[src/rtl/des_key_schedule.sv]
// DES key schedule: expands a 64-bit key into 16 round subkeys, one per cycle, into a regfile read in enc/dec order.
// Latency: 16 cycles start-to-done, 1-cycle registered read; optional DES_KS_PARITY_CHECK_EN rejects bad-parity keys.
// Backpressure: none; start is ignored while busy, so the minimum start-to-start period is 17 cycles.
module des_key_schedule (
  input  logic        clk,
  input  logic        rst,
  input  logic        start,
  input  logic        mode,
  input  logic [0:63] key,
  output logic        busy,
  output logic        done,
  output logic        ready,
  output logic        subkey_valid,
  output logic [0:47] subkey,
  output logic [3:0]  subkey_round,
  input  logic [3:0]  rd_addr,
  output logic [0:47] rd_subkey,
  output logic        parity_err
);

  typedef enum logic {IDLE = 1'b0, GEN = 1'b1} state_t;

  // Tables hold 1-based DES bit numbers; index = value - 1 on the [0:N] vectors.
  localparam logic [5:0] PC1 [56] = '{
    6'd57, 6'd49, 6'd41, 6'd33, 6'd25, 6'd17, 6'd9,  6'd1,  6'd58, 6'd50, 6'd42, 6'd34, 6'd26, 6'd18,
    6'd10, 6'd2,  6'd59, 6'd51, 6'd43, 6'd35, 6'd27, 6'd19, 6'd11, 6'd3,  6'd60, 6'd52, 6'd44, 6'd36,
    6'd63, 6'd55, 6'd47, 6'd39, 6'd31, 6'd23, 6'd15, 6'd7,  6'd62, 6'd54, 6'd46, 6'd38, 6'd30, 6'd22,
    6'd14, 6'd6,  6'd61, 6'd53, 6'd45, 6'd37, 6'd29, 6'd21, 6'd13, 6'd5,  6'd28, 6'd20, 6'd12, 6'd4
  };
  localparam logic [5:0] PC2 [48] = '{
    6'd14, 6'd17, 6'd11, 6'd24, 6'd1,  6'd5,  6'd3,  6'd28, 6'd15, 6'd6,  6'd21, 6'd10,
    6'd23, 6'd19, 6'd12, 6'd4,  6'd26, 6'd8,  6'd16, 6'd7,  6'd27, 6'd20, 6'd13, 6'd2,
    6'd41, 6'd52, 6'd31, 6'd37, 6'd47, 6'd55, 6'd30, 6'd40, 6'd51, 6'd45, 6'd33, 6'd48,
    6'd44, 6'd49, 6'd39, 6'd56, 6'd34, 6'd53, 6'd46, 6'd42, 6'd50, 6'd36, 6'd29, 6'd32
  };

  function automatic logic [0:55] pc1(input logic [0:63] k);
    logic [0:55] r;
    for (int i = 0; i < 56; i++) r[i] = k[PC1[i] - 6'd1];
    return r;
  endfunction

  function automatic logic [0:47] pc2(input logic [0:55] cd);
    logic [0:47] r;
    for (int i = 0; i < 48; i++) r[i] = cd[PC2[i] - 6'd1];
    return r;
  endfunction

  state_t      state, state_nxt;
  logic [0:27] c, d, c_rot, d_rot;
  logic [3:0]  rnd;
  logic        mode_q;
  logic        key_ok, start_idle, accept, last, one_shift;
  logic [0:47] k_nxt;
  logic [3:0]  rd_idx;
  logic [0:47] regfile [16];

`ifdef DES_KS_PARITY_CHECK_EN
  always_comb begin
    key_ok = 1'b1;
    for (int b = 0; b < 8; b++) begin
      if (!(^key[8*b +: 8])) key_ok = 1'b0;
    end
  end

  always_ff @(posedge clk or posedge rst) begin
    if (rst) parity_err <= 1'b0;
    else if (start_idle) parity_err <= !key_ok;
  end
`else
  logic unused_parity;
  assign key_ok        = 1'b1;
  assign parity_err    = 1'b0;
  assign unused_parity = ^{key[7], key[15], key[23], key[31], key[39], key[47], key[55], key[63]};
`endif

  always_ff @(posedge clk or posedge rst) begin
    if (rst) state <= IDLE;
    else     state <= state_nxt;
  end

  always_comb begin
    state_nxt = state;
    case (state)
      IDLE: if (start && key_ok) state_nxt = GEN;
      GEN:  if (rnd == 4'd15)    state_nxt = IDLE;
    endcase
  end

  always_comb begin
    busy       = (state == GEN);
    start_idle = (state == IDLE) && start;
    accept     = start_idle && key_ok;
    last       = (state == GEN) && (rnd == 4'd15);
  end

  assign one_shift = (rnd == 4'd0) || (rnd == 4'd1) || (rnd == 4'd8) || (rnd == 4'd15);
  assign c_rot     = one_shift ? {c[1:27], c[0]} : {c[2:27], c[0:1]};
  assign d_rot     = one_shift ? {d[1:27], d[0]} : {d[2:27], d[0:1]};
  assign k_nxt     = pc2({c_rot, d_rot});

  always_ff @(posedge clk or posedge rst) begin
    if (rst) begin
      c            <= '0;
      d            <= '0;
      rnd          <= '0;
      mode_q       <= 1'b0;
      ready        <= 1'b0;
      done         <= 1'b0;
      subkey_valid <= 1'b0;
      subkey       <= '0;
      subkey_round <= '0;
    end else begin
      done         <= last;
      subkey_valid <= busy;
      // Any start seen in IDLE invalidates the old schedule, even a rejected one.
      if (start_idle) ready <= 1'b0;
      else if (last)  ready <= 1'b1;
      if (accept) begin
        mode_q <= mode;
        {c, d} <= pc1(key);
        rnd    <= '0;
      end else if (busy) begin
        c            <= c_rot;
        d            <= d_rot;
        rnd          <= rnd + 4'd1;
        subkey       <= k_nxt;
        subkey_round <= rnd;
      end
    end
  end

  always_ff @(posedge clk or posedge rst) begin
    if (rst) begin
      for (int i = 0; i < 16; i++) regfile[i] <= '0;
    end else if (busy) begin
      regfile[rnd] <= k_nxt;
    end
  end

  // Decryption order reads entry 15 - rd_addr, which is the bitwise complement in 4 bits.
  assign rd_idx = mode_q ? ~rd_addr : rd_addr;

  always_ff @(posedge clk or posedge rst) begin
    if (rst)                      rd_subkey <= '0;
    else if (!ready || start_idle) rd_subkey <= '0;
    else                          rd_subkey <= regfile[rd_idx];
  end

endmodule
[config.mk]
export PLATFORM = sky130hd
export DESIGN_NAME = des_key_schedule
export DESIGN_NICKNAME = d
export VERILOG_FILES = /design/src/rtl/des_key_schedule.sv
export SDC_FILE = /design/constraint.sdc
export NUM_CORES = 2
export LEC_CHECK = 0
export CAP_MARGIN = 30
export CELL_PAD_IN_SITES_DETAIL_PLACEMENT = 0
export CELL_PAD_IN_SITES_GLOBAL_PLACEMENT = 2
export CORE_ASPECT_RATIO = 0.7
export CORE_UTILIZATION = 38
export CTS_CLUSTER_DIAMETER = 200
export DETAILED_ROUTE_END_ITERATION = 7
export DONT_BUFFER_PORTS = 1
export PLACE_DENSITY_LB_ADDON = 0.1
export SLEW_MARGIN = 20
export SYNTH_ARGS = -nofsm -noshare
export SYNTH_HDL_FRONTEND = slang
export SYNTH_SLANG_ARGS = --single-unit
[constraint.sdc]
create_clock -name clk -period 32.6 [get_ports clk]
set_clock_uncertainty 0.1 [all_clocks]
set_input_delay 6.52 -clock clk [delete_from_list [all_inputs] [get_ports clk]]
set_output_delay 6.52 -clock clk [all_outputs]
set_load 0.02 [all_outputs]
# After elaboration in Yosys (flattened, before gate mapping)
# Index checks and enable logic that the tools add are counted.
[totals] reg_bits=933 out_inout_bits=105 word_cells=72
[classes] n_addsub=1 magnitude_cmp=3 n_eq_ne=3 muxes=21 bitwise=5 n_reduce_logical=12
[ops] operator="768-bit bitwise mux" count=1
[ops] operator="48-bit binary-select mux with 4-bit select" count=1
[ops] operator="48-bit demux with 4-bit select" count=1
[ops] operator="48-bit 2-to-1 mux" count=4
[ops] operator="28-bit 2-to-1 mux" count=6
[ops] operator="4-bit 2-to-1 mux" count=3
[ops] operator="5-bit >= comparator, second input constant" count=2
[ops] operator="4-bit NOT with 5-bit output" count=2
[ops] operator="4-bit == test, second input constant" count=2
[ops] operator="5-bit by 1-bit < comparator with 1-bit output, second input constant" count=1
[ops] operator="4-bit by 1-bit adder with 4-bit output, second input constant" count=1
[ops] operator="4-bit by 1-bit == test with 1-bit output, second input constant" count=1
[ops] operator="4-bit logical NOT" count=1
[ops] operator="1-bit logical OR" count=4
[ops] operator="1-bit 2-to-1 mux" count=4
[ops] operator="4-bit NOT" count=1
[ops] operator="2-bit nonzero test" count=2
[ops] operator="1-bit logical AND" count=3
[ops] operator="1-bit NOT" count=2
[ops] operator="1-bit case mux with 2 select lines" count=1
[ops] operator="2-bit AND reduction" count=1
[ops] operator="1-bit logical NOT" count=1

# Longest topological paths before layout
[logic_depth] word_depth=7 ltp_mapped=10 depth_no_buf=7

# Worst setup path after synthesis
# No wires, ideal clock.
[synth_timing] path_type="input to register" startpoint="input port rd_addr[1]" endpoint="register rd_subkey[0] (netlist name)" setup_time_ns=0.126 arrival_time_ns=8.278 setup_slack_ns=24.096 stages=6 path_buffers=3 path_cell_list="buf_2 -> buf_4 -> xor2_2 -> buf_2 -> mux4_2 -> a221o_1"
[synth_via] elab_chain_cells=7
[synth_rtl] item="from (decl)" line="16" source="input logic [3:0] rd_addr,"
[synth_rtl] item="4-bit NOT" line="142" source="assign rd_idx = mode_q ? ~rd_addr : rd_addr;"
[synth_rtl] item="4-bit 2-to-1 mux *" line="142"
[synth_rtl] item="4-bit NOT with 5-bit output (implied by the code) *" line="147" source="else rd_subkey <= regfile[rd_idx];"
[synth_rtl] item="48-bit binary-select mux with 4-bit select *" line="147"
[synth_rtl] item="48-bit 2-to-1 mux (implied by the code) * (2 in series)" line="147"
[synth_rtl] item="48-bit 2-to-1 mux *" line="146" source="else if (!ready || start_idle) rd_subkey <= '0;"
[synth_rtl] item="to (signal assigned)" line="147"
[synth_rtl] item="to (decl)" line="17" source="output logic [0:47] rd_subkey,"
# Every way passes the cells marked *; elsewhere a longest branch is shown, timed or not. The select of a mux whose other input is x is not followed.
# A chain may end at the register's enable or synchronous reset.

# Worst setup path in the final report
[layout_timing] startpoint="input port rd_addr[1]" endpoint="register rd_subkey[3] (netlist name)"
# Same word-level chain as after synthesis.

==> key figures <==
Placement
  – Gpl congestion: 0.783
  – Post-detail-place hpwl: 82.1 mm
  – IO buf count: 0

Global routing
  – Total GRT Usage: 0.261
  – Global-route wire length before repair: 204 mm
  – Vias in the first global route: between 30k and 40k
  – Initial antenna violation count: 6
  – Largest net degree at the start of global routing: around 170
  – Grt ovf: 0

STA
  – Worst slew pin tran: a little over 1 ns
  – RSZ-0062 raised after global routing: false
  – Min cycle time layout: 9.33 ns
  – Hold Fails Final Rpt: 0
  – Slew Limit Fails: 0
  – Fmax: 107 MHz
  – Setup_tns: 0 ns
  – Fin crit share: 0.286
  – Final setup violation count: 0
  – Normalized max-slew margin: 0.325

Min path
  – Worst hold path class: flip-flop to flip-flop

Setup path
  – Slowest-stage cell, CP: buf_4
  – Buf/Inv on CP: 2
  – Worst EP required: about 33 ns
  – Critical Path AT: approximately 9.8 ns
  – Cell Chain, Critical Path: or3b_2, buf_4, and2_4, buf_4, o22ai_1, or4_1, a311oi_1
  – Kind of critical path: input port to flip-flop
  – Kind of start point of the critical path: input port
  – Delay-heaviest family, CP: buffers and inverters
  – CP Capture Type: flip-flop
  – Slowest stage delay, CP: between 0.7 and 0.8 ns
  – Cell mode on critical path: buf_4
  – Worst-path fanout max: 45

Layout
  – Share of layout cells above drive strength 1: 0.114
  – Layout Nets: around 3.8k
  – Filler cells: 9729
  – Reg area: ~23000 um2
  – Area grow syn2layout: 12.7%
  – Area of the multi-input gates: between 15000 and 20000 um2

Synthesis
  – Post-synthesis sequential area ratio: 0.581
  – Syn_nets: 4020
  – Synth top area share: 0.581
  – Top cells by area, synth: dfrtp_1 (58%), o21ai_0 (8.4%), nand2_1 (5.6%), a21oi_1 (5.5%), mux4_2 (5.2%)
  – Mapped Avg Cell Area: between 10 and 15 um2
  – Async SR Flop Fraction: 1.00
  – Synth cell count leaders: dfrtp_1 (933), o21ai_0 (674), nand2_1 (603)
  – Post-synth EDFFs: 0
  – Top-count cell post-synth: dfrtp_1
  – Area leader, netlist: dfrtp_1
  – FF+latch count, synth: between 900 and 1k
  – Ys Warns: 0
  – Post-synthesis cell type count: between 50 and 60
  – Post-Syn Instances: between 3k and 4k
  – Mapped Area: 40200 um2
  – Ys flop type: dfrtp_1

Detailed routing
  – Total wire length: about 140 mm
  – # DRC: 0
  – First-pass iteration count of the detailed router: 6
  – Routed len/inst: around 26 um
  – Via count: between 30k and 40k
  – Antenna viol nets, final: 0
  – Avg Vias per Cell: between 5 and 6
  – Initial DRC count: about 2.2k

Power and ir drop
  – Leakage power: between 15 and 20 nW
  – Total power draw: ~5.4 mW
  – Pwr/cell area: 119 nW/um2
  – Worst IR Drop VDD: 0.0000923 V

Status
  – Outcome: complete, no violations

Clock network
  – Clk root buf: clkbuf_16
  – CTS tree: yes
  – Post-CTS setup buffers: 0
  – Clock Sink Count: just over 900
  – Cts repair resizes: 0
  – CTS Buffer Depth: 3
  – Htree depth: 3
  – Worst-skew pair later-pin latency: 0.69 ns
  – Reg clk slew, reported paths: 0.06 ns
  – Hold buffers post-CTS: 0
  – Num CTS Buffers: 99

Floorplan
  – Ports: about 180
  – FP Rows: between 90 and 100
  – Core box area: 104000 um2
  – Die W: 391 um
  – Total Die Area: about 110000 um2
  – Starting density of the core: 0.385
  – Die Span Y: 274 um

Flow run
  – MaxCap Viol Count: 0
-- worst reg2reg max path: stages, from the launching register on --
cell and delay, ns:
dfrtp_2 0.34, buf_4 0.52, nor2b_4 0.63, buf_4 0.65
or2_2 0.28, buf_4 0.78, o21ai_0 0.20, or3_1 0.35
a311oi_1 0.45
-- per-layer routing --
| metal | vias to the layer above | global-route usage | part of all wire |
|---|---|---|---|
| met5 | - | 0 | 0 |
| met4 | 0 | 0.0826 | 0.032 |
| met3 | 222 | 0.0716 | 0.080 |
| met2 | 1034 | 0.390 | 0.43 |
| met1 | 15300 | 0.368 | 0.45 |
| li1 | 13600 | - | - |
-- path summary, 6_finish.rpt --
path / start / endpoint / slack [ns] / depth (start not counted)
max: rd_addr[1] / rd_subkey[3]$_DFF_PP0_ / 23.27 / 7
min: regfile[523]$_DFFE_PP0P_ / regfile[523]$_DFFE_PP0P_ / 0.37 / 2
max reg2reg: mode_q$_DFFE_PP0P_ / rd_subkey[3]$_DFF_PP0_ / 28.15 / 8
min reg2reg: regfile[523]$_DFFE_PP0P_ / regfile[523]$_DFFE_PP0P_ / 0.37 / 2
max in group asynchronous: rst / regfile[378]$_DFFE_PP0P_ / 23.63 / 7
min in group asynchronous: rst / regfile[240]$_DFFE_PP0P_ / 5.85 / 2
-- sequential cells by signal (all words and copies together) (netlist names), 4 cells and up --
signal and cells:
regfile 768, rd_subkey 48, subkey 48, c 28, d 28, rnd 4
subkey_round 4
-- per-stage QoR --
step / utilization / area [um2] / worst slack (ns) / cells / hold WS, ns
after floorplan: - / 40200 / 13.14 / 3944 / 0.344
after global placement: 0.397 / 41400 / 22.45 / 5064 / 0.356
after detailed placement: 0.400 / 41800 / 22.73 / 5079 / 0.365
after CTS: 0.432 / 45200 / 23.46 / 5258 / 0.378
after global routing: 0.434 / 45300 / 23.20 / 5267 / 0.396
final: 0.434 / 45300 / 23.27 / 5267 / 0.375
-- kinds of logic after synthesis --
family	after synthesis	share of synthesized area
xor+xnor	5	0.00146
buf+inv	382	0.0392
mux	167	0.0708
compound gates	1472	0.207
fa+ha+maj	4	0.00125
flops	933	0.581
simple gates	980	0.0991
other cells	1	0.0000934
-- where the power goes --
group          switching [mW]  total, mW  leakage [nW]  internal [mW]
clock                   0.476       1.18          1.67          0.705
sequential              0.412       2.11          11.3           1.70
combinational            1.35       2.11          6.23          0.758
total                    2.24       5.40          19.2           3.16
-- placed cells by master, fill, tap and decap left out, drive strengths merged, types with 8 or more instances in the layout --
master / Yosys / final
a211oi: 58 / 58
clkinv: 0 / 12
buf: 86 / 103
nand2: 603 / 603
dfrtp: 933 / 933
nor2: 265 / 265
bufinv: 0 / 8
nand3: 9 / 9
mux2: 8 / 8
a21boi: 8 / 8
nor2b: 64 / 64
o22ai: 89 / 89
o21ai: 712 / 712
a2111o: 42 / 42
a21oi: 440 / 440
mux2i: 66 / 66
mux4: 93 / 93
o31a: 40 / 40
clkbuf: 290 / 159
a22oi: 56 / 56
-- final cells by class --
class	count	area share
clock inverter	21	0.00705
timing repair buffer	104	0.0223
tap	1414	0.0391
sequential	933	0.516
multi-input combinational	2629	0.347
inverter	6	0.000580
clock buffer	158	0.0679
antenna	2	0.000111
Power figures use the tool's default switching activity.
